===== config.mk =====
export PLATFORM = sky130hd
export DESIGN_NAME = recipe_sequencer_module
export DESIGN_NICKNAME = d
export VERILOG_FILES = /design/src/rtl/coffee_pkg.sv /design/src/rtl/recipe_rom_module.sv /design/src/rtl/recipe_sequencer_module.sv
export SDC_FILE = /design/constraint.sdc
export NUM_CORES = 1
export LEC_CHECK = 0
export CORE_AREA = 10 10 74 101
export CTS_CLUSTER_DIAMETER = 40
export DETAILED_ROUTE_END_ITERATION = 10
export DIE_AREA = 0 0 84 111
export PLACE_DENSITY = 0.74
export SLEW_MARGIN = 20
export SYNTH_ARGS = -nofsm -noshare
export SYNTH_HDL_FRONTEND = slang
export SYNTH_SLANG_ARGS = --single-unit

===== constraint.sdc =====
create_clock -name clock -period 4 [get_ports clock]
set_input_delay 0.8 -clock clock [delete_from_list [all_inputs] [get_ports clock]]
set_output_delay 0.8 -clock clock [all_outputs]
set_load 0.005 [all_outputs]

===== src/rtl/coffee_pkg.sv =====
// Shared types and constants for the brew sequencer: FSM states, valve indices,
// the default recipe table and the duration lookup helper.
package coffee_pkg;

  typedef enum logic [1:0] {IDLE, RUN, DONE} state_t;

  localparam int ING_WATER     = 0;
  localparam int ING_COFFEE    = 1;
  localparam int ING_SUGAR     = 2;
  localparam int ING_MILK      = 3;
  localparam int ING_CHOCOLATE = 4;

  localparam int DEF_NUM_INGREDIENTS = 5;
  localparam int DEF_NUM_RECIPES     = 4;
  localparam int DEF_TIME_W          = 4;
  localparam logic [DEF_NUM_RECIPES*DEF_NUM_INGREDIENTS*DEF_TIME_W-1:0] DEF_RECIPE_TABLE =
    80'h00233_32011_03112_00022;

  // Widest table the helper accepts; callers zero-extend and truncate the result.
  localparam int MAX_TABLE_W = 1024;

  function automatic logic [31:0] recipe_duration(input logic [MAX_TABLE_W-1:0] tbl,
                                                  input int recipe, input int ing,
                                                  input int num_ing, input int time_w);
    logic [MAX_TABLE_W-1:0] sh;
    sh = tbl >> ((recipe * num_ing + ing) * time_w);
    return sh[31:0];
  endfunction

endpackage


===== src/rtl/recipe_rom_module.sv =====
// Combinational (recipe, step) -> duration-in-seconds lookup into the packed table.
module recipe_rom_module
  import coffee_pkg::*;
#(
  parameter int NUM_INGREDIENTS = DEF_NUM_INGREDIENTS,
  parameter int NUM_RECIPES     = DEF_NUM_RECIPES,
  parameter int TIME_W          = DEF_TIME_W,
  parameter logic [NUM_RECIPES*NUM_INGREDIENTS*TIME_W-1:0] RECIPE_TABLE = DEF_RECIPE_TABLE,
  parameter int RIDX_W          = 2,
  parameter int STEP_W          = 3
) (
  input  logic [RIDX_W-1:0] recipe,
  input  logic [STEP_W-1:0] step,
  output logic [TIME_W-1:0] duration
);

  logic [MAX_TABLE_W-1:0] tbl;

  assign tbl      = MAX_TABLE_W'(RECIPE_TABLE);
  assign duration = TIME_W'(recipe_duration(tbl, int'(recipe), int'(step),
                                            NUM_INGREDIENTS, TIME_W));

endmodule


===== src/rtl/recipe_sequencer_module.sv =====
// Brew sequencer: latches a recipe on start and opens each valve in order for its
// table-defined number of seconds, then pulses finished. All outputs are registered.
module recipe_sequencer_module
  import coffee_pkg::*;
#(
  parameter int NUM_INGREDIENTS = DEF_NUM_INGREDIENTS,
  parameter int NUM_RECIPES     = DEF_NUM_RECIPES,
  parameter int TIME_W          = DEF_TIME_W,
  parameter int TICKS_PER_SEC   = 50_000_000,
  parameter logic [NUM_RECIPES*NUM_INGREDIENTS*TIME_W-1:0] RECIPE_TABLE = DEF_RECIPE_TABLE,
  parameter int RSEL_W          = 3
) (
  input  logic                               clock,
  input  logic                               reset,
  input  logic                               start,
  input  logic [RSEL_W-1:0]                  recipe_sel,
  input  logic                               abort,
  output logic [NUM_INGREDIENTS-1:0]         ingredient_en,
  output logic [$clog2(NUM_INGREDIENTS)-1:0] step,
  output logic [TIME_W-1:0]                  remaining_seconds,
  output logic                               busy,
  output logic                               finished,
  output logic                               error
);

  localparam int STEP_W = $clog2(NUM_INGREDIENTS);
  localparam int RIDX_W = (NUM_RECIPES > 1) ? $clog2(NUM_RECIPES) : 1;
  localparam int PRE_W  = (TICKS_PER_SEC > 1) ? $clog2(TICKS_PER_SEC) : 1;

  localparam logic [PRE_W-1:0]  PRE_MAX   = PRE_W'(TICKS_PER_SEC - 1);
  localparam logic [STEP_W-1:0] LAST_STEP = STEP_W'(NUM_INGREDIENTS - 1);
  localparam logic [RSEL_W:0]   NREC      = (RSEL_W + 1)'(NUM_RECIPES);

  state_t              state_q, state_n;
  logic [RIDX_W-1:0]   recipe_q, recipe_n;
  logic [STEP_W-1:0]   step_q, step_n;
  logic [PRE_W-1:0]    pre_q, pre_n;
  logic [TIME_W-1:0]   sec_q, sec_n;
  logic [TIME_W-1:0]   dur_q, dur_n;
  logic                error_n, step_end, valve_n;

  // ROM is addressed by the next recipe/step so the outputs can be registered
  // alongside the state; dur_q then holds the duration of the step in progress.
  recipe_rom_module #(
    .NUM_INGREDIENTS(NUM_INGREDIENTS),
    .NUM_RECIPES    (NUM_RECIPES),
    .TIME_W         (TIME_W),
    .RECIPE_TABLE   (RECIPE_TABLE),
    .RIDX_W         (RIDX_W),
    .STEP_W         (STEP_W)
  ) u_rom (
    .recipe  (recipe_n),
    .step    (step_n),
    .duration(dur_n)
  );

  always_comb begin
    state_n  = state_q;
    recipe_n = recipe_q;
    step_n   = step_q;
    pre_n    = pre_q;
    sec_n    = sec_q;
    error_n  = 1'b0;
    step_end = 1'b0;
    case (state_q)
      IDLE: begin
        if (start) begin
          if ({1'b0, recipe_sel} < NREC) begin
            recipe_n = recipe_sel[RIDX_W-1:0];
            step_n   = '0;
            pre_n    = '0;
            sec_n    = '0;
            state_n  = RUN;
          end else begin
            error_n = 1'b1;
          end
        end
      end
      RUN: begin
        if (abort) begin
          state_n = IDLE;
          step_n  = '0;
          pre_n   = '0;
          sec_n   = '0;
        end else if (dur_q == '0) begin
          step_end = 1'b1;
        end else if (pre_q == PRE_MAX) begin
          pre_n = '0;
          if (sec_q == dur_q - 1'b1) step_end = 1'b1;
          else                       sec_n    = sec_q + 1'b1;
        end else begin
          pre_n = pre_q + 1'b1;
        end
        if (step_end) begin
          pre_n = '0;
          sec_n = '0;
          if (step_q == LAST_STEP) state_n = DONE;
          else                     step_n  = step_q + 1'b1;
        end
      end
      DONE: begin
        state_n = IDLE;
        step_n  = '0;
      end
      default: begin
        state_n = IDLE;
        step_n  = '0;
      end
    endcase
    valve_n = (state_n == RUN) && (dur_n != '0);
  end

  always_ff @(posedge clock or negedge reset) begin
    if (!reset) begin
      state_q           <= IDLE;
      recipe_q          <= '0;
      step_q            <= '0;
      pre_q             <= '0;
      sec_q             <= '0;
      dur_q             <= '0;
      ingredient_en     <= '0;
      step              <= '0;
      remaining_seconds <= '0;
      busy              <= 1'b0;
      finished          <= 1'b0;
      error             <= 1'b0;
    end else begin
      state_q           <= state_n;
      recipe_q          <= recipe_n;
      step_q            <= step_n;
      pre_q             <= pre_n;
      sec_q             <= sec_n;
      dur_q             <= dur_n;
      // sec_n counts whole elapsed seconds, so remaining never reaches 0 while open
      ingredient_en     <= valve_n ? (NUM_INGREDIENTS'(1) << step_n) : '0;
      remaining_seconds <= valve_n ? (dur_n - sec_n) : '0;
      step              <= step_n;
      busy              <= (state_n != IDLE);
      finished          <= (state_n == DONE);
      error             <= error_n;
    end
  end

endmodule


==> flow_metrics.py, run 1 <==
metrics = {
    "power": {
        "switching_share": 0.344,
        "ir_drop_mv": 0.340,
        "p_per_area_nw_per_um2": 430,
        "p_int_uw": 1140,
        "clkPwrFrac": 0.178,
        "pwr-share-seq": 0.338,
        "p_leak_uw": 0.00181,
        "pwr-share-comb": 0.484,
        "p_switching_uw": 595,
    },
    "clock_tree": {
        "numCtsBuffers": 5,
        "clockBufferDepth": 2,
        "clk_latency_ps": 310,
        "holdBufCountCts": 0,
        "h-tree-depth": 2,
        "cts_tree": "built",
        "clk_pin_slew_ps": 90,
        "cts_num_sinks": 51,
        "cts_root_buffer": "clkbuf_8",
    },
    "worst_setup_path": {
        "crit_chain": "inv_2 -> ha_4 -> xnor2_2 -> or4_4 -> nor3_4 -> or2_4 -> a32oi_2 -> inv_2 -> ha_4 -> a21o_1 -> a21oi_4 -> xor2_2 -> mux2_4 -> o32a_1 -> ha_2 -> inv_2 -> fa_1 -> inv_1 -> nor2_1",
        "cpPeakStageDelay_ps": 540,
        "path_class": "register to register",
        "end_kind": "register",
        "crit_arrival_ps": 4390,
        "crit_buf_inv": 4,
        "crit_slowest_cell": "or4_4",
        "cp.depth": 19,
        "critPathLaunchType": "register",
        "crit_fanout": 5,
        "rr_worst_depth": 19,
        "cp.required_ps": 4210,
        "crit_top_cell": "inv_2",
        "cp_top_family": "simple AND/OR/NAND/NOR gates",
    },
    "synthesis": {
        "synth-main-ff-cell": "dfrtp_1",
        "synth_cell_type_count": 61,
        "synth_top_area_cell": "dfrtp_1",
        "synthCells": 294,
        "ys_warn_count": 0,
        "synth_edf_count": 0,
        "netlist_area_um2": 2890,
        "synthTopCellsByCount": "dfrtp_1 (51), nor2_1 (32), nand3_1 (19), inv_1 (18), nand2_1 (18)",
        "synth_top_cell_area_share": 0.442,
        "synth_most_common_cell": "dfrtp_1",
        "syn_area_per_cell_um2": 9.82,
        "syn-num-nets": 313,
        "yosysSeqAreaShare": 0.442,
        "synth-seq-cells": 51,
        "synth.area.top_cells": "dfrtp_1 (44%), ha_1 (4.3%), nor2_1 (4.2%), nand3_1 (3.3%), xnor2_1 (3.0%)",
        "async_flop_share": 1.00,
    },
    "hold_path": {
        "min-delay-path-class": "register to register",
        "whs_path_depth": 1,
    },
    "routing": {
        "drt-vias-per-instance": 5.69,
        "wl_per_cell_um": 17.0,
        "drc": 0,
        "wirelength_um": 7840,
        "final_antenna_net_count": 0,
        "via_count": 2621,
        "drt_iter0_drc": 206,
        "first_pass_iters": 4,
    },
    "placement": {
        "portBuffers": 21,
        "placedCellCount": 445,
        "gp_congestion": 0.863,
        "dp_hpwl_um": 5180,
    },
    "floorplan": {
        "fp.dieArea_um2": 9320,
        "placementRows": 33,
        "die_height_um": 111,
        "chipWidth_um": 84,
        "initial_core_util": 0.507,
        "num_io_pins": 22,
        "coreArea_um2": 5700,
    },
    "grt": {
        "track_usage": 0.161,
        "grt_pass1_vias": 2718,
        "gr-total-overflow": 0,
        "grt_pass1_wl_um": 12700,
        "antenna_found_initial": 0,
        "grt_max_degree": 34,
    },
    "layout": {
        "drive_gt1_frac": 0.348,
        "layout.nets": 410,
        "antenna_cells": 0,
        "syn2layout_area_growth_pct": 39.5,
        "final_util": 0.707,
        "fin_cells": 461,
    },
    "status": {
        "status": "finished, violations left",
        "violations": "setup timing",
    },
    "flow_run": {
        "drv_cap": 0,
    },
    "sta": {
        "rsz0062_at_grt": "yes",
        "max-slew-margin-rel": 0.437,
        "skew_ps": 9.17,
        "fin_ws_ps": -183,
        "worst_slew_pin_slew_ps": 845,
        "holdWs_ps": 504,
        "finalCriticalPeriod_ps": 4180,
        "timing.final.crit_share": 1.05,
        "hold_viol": 0,
        "clock.fmax_ghz": 0.239,
        "setup_violations": 3,
        "slew_violations": 0,
    },
}
worst register-to-register path: stages, from the launching register on:
cell,delay [ps]
dfrtp_1,410
inv_2,70
ha_4,190
xnor2_2,130
or4_4,540
nor3_4,220
or2_4,210
a32oi_2,130
inv_2,100
ha_4,200
a21o_1,180
a21oi_4,180
xor2_2,270
mux2_4,340
o32a_1,160
ha_2,180
inv_2,60
fa_1,390
inv_1,60
nor2_1,40
placed cells by master, fill, tap and decap left out, types with 5 or more instances in the layout:
cell and count:
nor2_1 30, dfrtp_1 51, nand4_1 5, nand3_1 19, ha_1 5, xnor2_1 8, clkdlybuf4s50_1 19, buf_4 74
or3_1 5, o21ai_0 13, clkbuf_8 6, nor3_1 7, xor2_1 8, inv_1 14, inv_2 6, nor4_1 5
nand2_1 18
stage by stage:
| stage | total power, uW | area [um2] | TNS [ps] | setup slack [ps] |
|---|---|---|---|---|
| after global placement | 1250 | 3730 | -1370 | -424 |
| after CTS | 1670 | 3960 | -53.3 | -43.9 |
| after detailed placement | 1270 | 3730 | -1800 | -481 |
| after floorplan | 980 | 2970 | -166 | -78.1 |
| after global routing | 1830 | 4030 | -1570 | -366 |
| final | 1730 | 4030 | -477 | -183 |
cells by family after synthesis:
| family | after synthesis | synth area share |
|---|---|---|
| AOI/OAI and AO/OA | 55 | 0.141 |
| xor gates and xnor gates | 19 | 0.0576 |
| adders and majority gates | 12 | 0.0572 |
| buffers and inverters | 27 | 0.0360 |
| DFF | 51 | 0.442 |
| muxes | 6 | 0.0234 |
| and+or+nand+nor | 124 | 0.243 |
power groups by stage:
stage	clock network (uW)	registers [uW]	logic (uW)
after floorplan	0	591	389
after global placement	0	590	658
after detailed placement	0	590	677
after CTS	316	582	770
after global routing	330	588	909
final	308	584	838
repair_timing:
item	CTS	global route
buffers inserted	8	1
endpoints found under the hold margin	0	0
pin swaps	13	5
setup endpoints to repair	3	7
gates resized for setup	18	9
sequential cells by signal, summed over array words and instances, names as in the netlist:
register and cells:
finished 1, step_q 3, sec_q 4, ingredient_en 5
state_q 2, recipe_q 2, dur_q 2, busy 1
pre_q 26, error 1, remaining_seconds 4
per-layer routing:
layer / vias to the layer above / GRT usage / part of all wire
li1: 1252 / - / -
met4: 0 / 0.0705 / 0.039
met3: 21 / 0.0272 / 0.029
met5: - / 0 / 0
met1: 1289 / 0.167 / 0.37
met2: 59 / 0.302 / 0.56
worst paths after layout:
kind | start | end | slack (ps)
setup / recovery | dur_q[0] | remaining_seconds[1] | -180
hold / removal | pre_q[5] | pre_q[5] | 500
setup reg to reg | dur_q[0] | remaining_seconds[1] | -180
hold reg to reg | pre_q[5] | pre_q[5] | 500
max in group asynchronous | reset | pre_q[13] | 2670
min in group asynchronous | reset | ingredient_en[0] | 570
layout make-up:
class | instances | area, um2
Multi-Input combinational cell | 216 | 1720
Sequential cell | 51 | 1280
Clock buffer | 6 | 82.6
Tap cell | 70 | 87.6
Clock inverter | 1 | 5.00
Inverter | 20 | 75.1
Fill cell | 406 | 1670
Timing Repair Buffer | 97 | 782
(Power assumes the default switching activity.)
==> run 2, diff against run 1 <==
CORE_AREA = 2 2 85 79   (was 10 10 74 101)
DIE_AREA = 0 0 87 81   (was 0 0 84 111)
SYNTH_HIERARCHICAL = 1   (was not set)
==> run 2 against run 1 <==
  * Cell count is 7.6% higher
  * Critical endpoint is now remaining_seconds[3]
  * Critical path depth is 4 higher
  * Sequential cell count is 2 higher
  * Synthesized cell count is 8.5% higher
  * The run still ends with setup timing left
  * Clock skew is 4.6 ps higher
  * Total power is 14% lower
  * Routed wire length is 1.7% higher
  * Critical path type unchanged
==> flow_metrics.py, run 2 <==
metrics = {
    "routing": {
        "final_antenna_net_count": 0,
        "wl_per_cell_um": 16.1,
        "drt-vias-per-instance": 5.52,
        "drt_iter0_drc": 207,
        "drc": 0,
        "wirelength_um": 7970,
        "via_count": 2740,
        "first_pass_iters": 4,
    },
    "synthesis": {
        "synth_top_area_cell": "dfrtp_1",
        "synth_most_common_cell": "dfrtp_1",
        "synth-main-ff-cell": "dfrtp_1",
        "yosysSeqAreaShare": 0.418,
        "ys_warn_count": 6,
        "synth_cell_type_count": 64,
        "synth_top_cell_area_share": 0.418,
        "synthTopCellsByCount": "dfrtp_1 (53), nor2_1 (36), nand2_1 (25), nand3_1 (17), xor2_1 (17)",
        "synth.area.top_cells": "dfrtp_1 (42%), ha_1 (4.7%), xor2_1 (4.7%), nor2_1 (4.3%), nand2_1 (3.0%)",
        "synth_edf_count": 0,
        "syn_area_per_cell_um2": 9.94,
        "netlist_area_um2": 3170,
        "async_flop_share": 1.00,
        "synth-seq-cells": 53,
        "synthCells": 319,
    },
    "floorplan": {
        "initial_core_util": 0.506,
        "placementRows": 28,
        "num_io_pins": 22,
        "chipWidth_um": 87,
        "die_height_um": 81,
        "fp.dieArea_um2": 7050,
        "coreArea_um2": 6270,
    },
    "layout": {
        "reg_top3": "pre_q: 26 flops, ingredient_en: 5 flops",
        "drive_gt1_frac": 0.363,
        "final_common_cell": "buf_4",
        "layout.nets": 441,
        "regMostFlops": "pre_q",
        "layout_common_cells": "buf_4 (81), dfrtp_1 (53), nor2_1 (33)",
        "final_util": 0.702,
        "syn2layout_area_growth_pct": 38.9,
        "antenna_cells": 0,
        "largest_reg_flops": 26,
    },
    "placement": {
        "gp_congestion": 0.843,
        "portBuffers": 21,
        "dp_hpwl_um": 5430,
    },
    "grt": {
        "grt_pass1_vias": 2710,
        "gr-total-overflow": 0,
        "grt_pass1_wl_um": 13000,
        "grt_max_degree": 49,
        "track_usage": 0.237,
        "antenna_found_initial": 0,
    },
    "clock_tree": {
        "cts_tree": "built",
        "h-tree-depth": 2,
        "cts_root_buffer": "clkbuf_8",
        "holdBufCountCts": 0,
        "clk_pin_slew_ps": 110,
        "clk_latency_ps": 310,
        "clockBufferDepth": 2,
        "numCtsBuffers": 5,
        "cts_num_sinks": 53,
    },
    "worst_setup_path": {
        "r2r_slack_ps": -320,
        "path_class": "register to register",
        "crit_slowest_cell": "fa_2",
        "r2r_start": "dur_q[0]",
        "critPathLaunchType": "register",
        "end_kind": "register",
        "rr_endpoint": "remaining_seconds[3]",
        "crit_buf_inv": 8,
        "rr_worst_depth": 23,
        "crit_chain": "buf_4 -> buf_4 -> xor2_2 -> nand3_2 -> nor4_4 -> buf_4 -> o21ai_4 -> a32oi_4 -> inv_2 -> inv_2 -> fa_2 -> buf_6 -> nor4b_1 -> a21oi_1 -> nand3_1 -> buf_4 -> nor4_4 -> a21oi_1 -> o31a_2 -> o31ai_4 -> buf_4 -> nor2_1 -> mux2_4",
        "cp_top_family": "buffers and inverters",
        "crit_top_cell": "buf_4",
        "cpPeakStageDelay_ps": 480,
        "crit_arrival_ps": 4520,
        "cp.required_ps": 4190,
        "crit_fanout": 5,
    },
    "sta": {
        "max-slew-margin-rel": 0.464,
        "worst_slew_pin_slew_ps": 796,
        "skew_ps": 13.7,
        "timing.final.crit_share": 1.08,
        "holdWs_ps": 477,
        "slew_violations": 0,
        "hold_viol": 0,
        "finalCriticalPeriod_ps": 4320,
        "setup_violations": 9,
        "clock.fmax_ghz": 0.231,
        "rsz0062_at_grt": "yes",
        "fin_ws_ps": -321,
    },
    "status": {
        "status": "finished, violations left",
        "violations": "setup timing",
    },
    "hold_path": {
        "min-delay-path-class": "primary input to asynchronous set/reset pin",
    },
    "flow_run": {
        "drv_cap": 0,
    },
    "power": {
        "p_leak_uw": 0.00198,
        "p_per_area_nw_per_um2": 339,
        "ir_drop_mv": 0.216,
    },
}
==> run 2: cell families (layout without fill, tap and decap cells) <==
family,after synthesis,in the layout,share of synthesized area
adder cells (fa/ha/maj),14,14,0.0600
buffers and inverters,28,129,0.0438
AO/OA/AOI/OAI,55,55,0.131
XOR/XNOR,28,28,0.0817
AND/OR/NAND/NOR,134,134,0.239
multiplexers,6,6,0.0245
flip-flops,53,53,0.418
other,1,2,0.00118
==> run 2: metrics by stage <==
| stage | cells | area [um2] | TNS, ps | power [uW] | setup slack [ps] |
|---|---|---|---|---|---|
| after floorplan | 320 | 3240 | -1680 | 860 | -478 |
| after CTS | 491 | 4290 | -1040 | 1440 | -213 |
| after detailed placement | 476 | 4000 | -7400 | 1030 | -932 |
| final | 496 | 4400 | -2010 | 1490 | -321 |
| after global placement | 476 | 4000 | -6300 | 1020 | -798 |
| after global routing | 496 | 4400 | -4110 | 1560 | -539 |
==> run 2: where the power goes <==
group | internal, uW | switching, uW
sequential | 566 | 18.4
clock | 144 | 189
combinational | 289 | 284
total | 1000 | 492
==> run 2: area by class of cell <==
class	count	area, um2
tap	75	93.8
fill	439	1870
clock inverter	2	17.5
timing repair buffer	106	862
clock buffer	6	82.6
sequential	53	1330
inverter	15	56.3
multi-input combinational	239	1970
==> run 2: worst register-to-register path, delay by kind of cell (launching register included) <==
family                   cells  cell delay, ps
flip-flops                   1             400
adder cells (fa/ha/maj)      1             480
AND/OR/NAND/NOR              6            1070
AO/OA/AOI/OAI                6             710
multiplexers                 1             260
XOR/XNOR                     1             160
buffers and inverters        8            1150
==> run 2: routing by layer <==
metal / vias to the layer above / track usage / part of all wire
met4: 0 / 0.0813 / 0.021
met3: 15 / 0.0346 / 0.041
met2: 55 / 0.379 / 0.49
met5: - / 0 / 0
li1: 1324 / - / -
met1: 1346 / 0.330 / 0.44
==> run 2: worst max-delay path by stage <==
stage / from / to / slack [ps] / cells after the start
4_1_cts: dur_q[0] / remaining_seconds[3] / -210 / 21
2_1_floorplan: abort / remaining_seconds[3] / -480 / 19
5_1_grt: dur_q[0] / remaining_seconds[3] / -540 / 21
6_report: dur_q[0] / remaining_seconds[3] / -320 / 23
3_3_place_gp: recipe_sel[2] / remaining_seconds[3] / -800 / 19
3_5_place_dp: recipe_sel[2] / remaining_seconds[3] / -930 / 19
==> run 2: repair_timing <==
action | 4_1_cts | 5_1_grt
setup endpoints to repair | 9 | 9
resized for setup | 28 | 16
pin swaps | 18 | 7
buffers inserted | 7 | 5
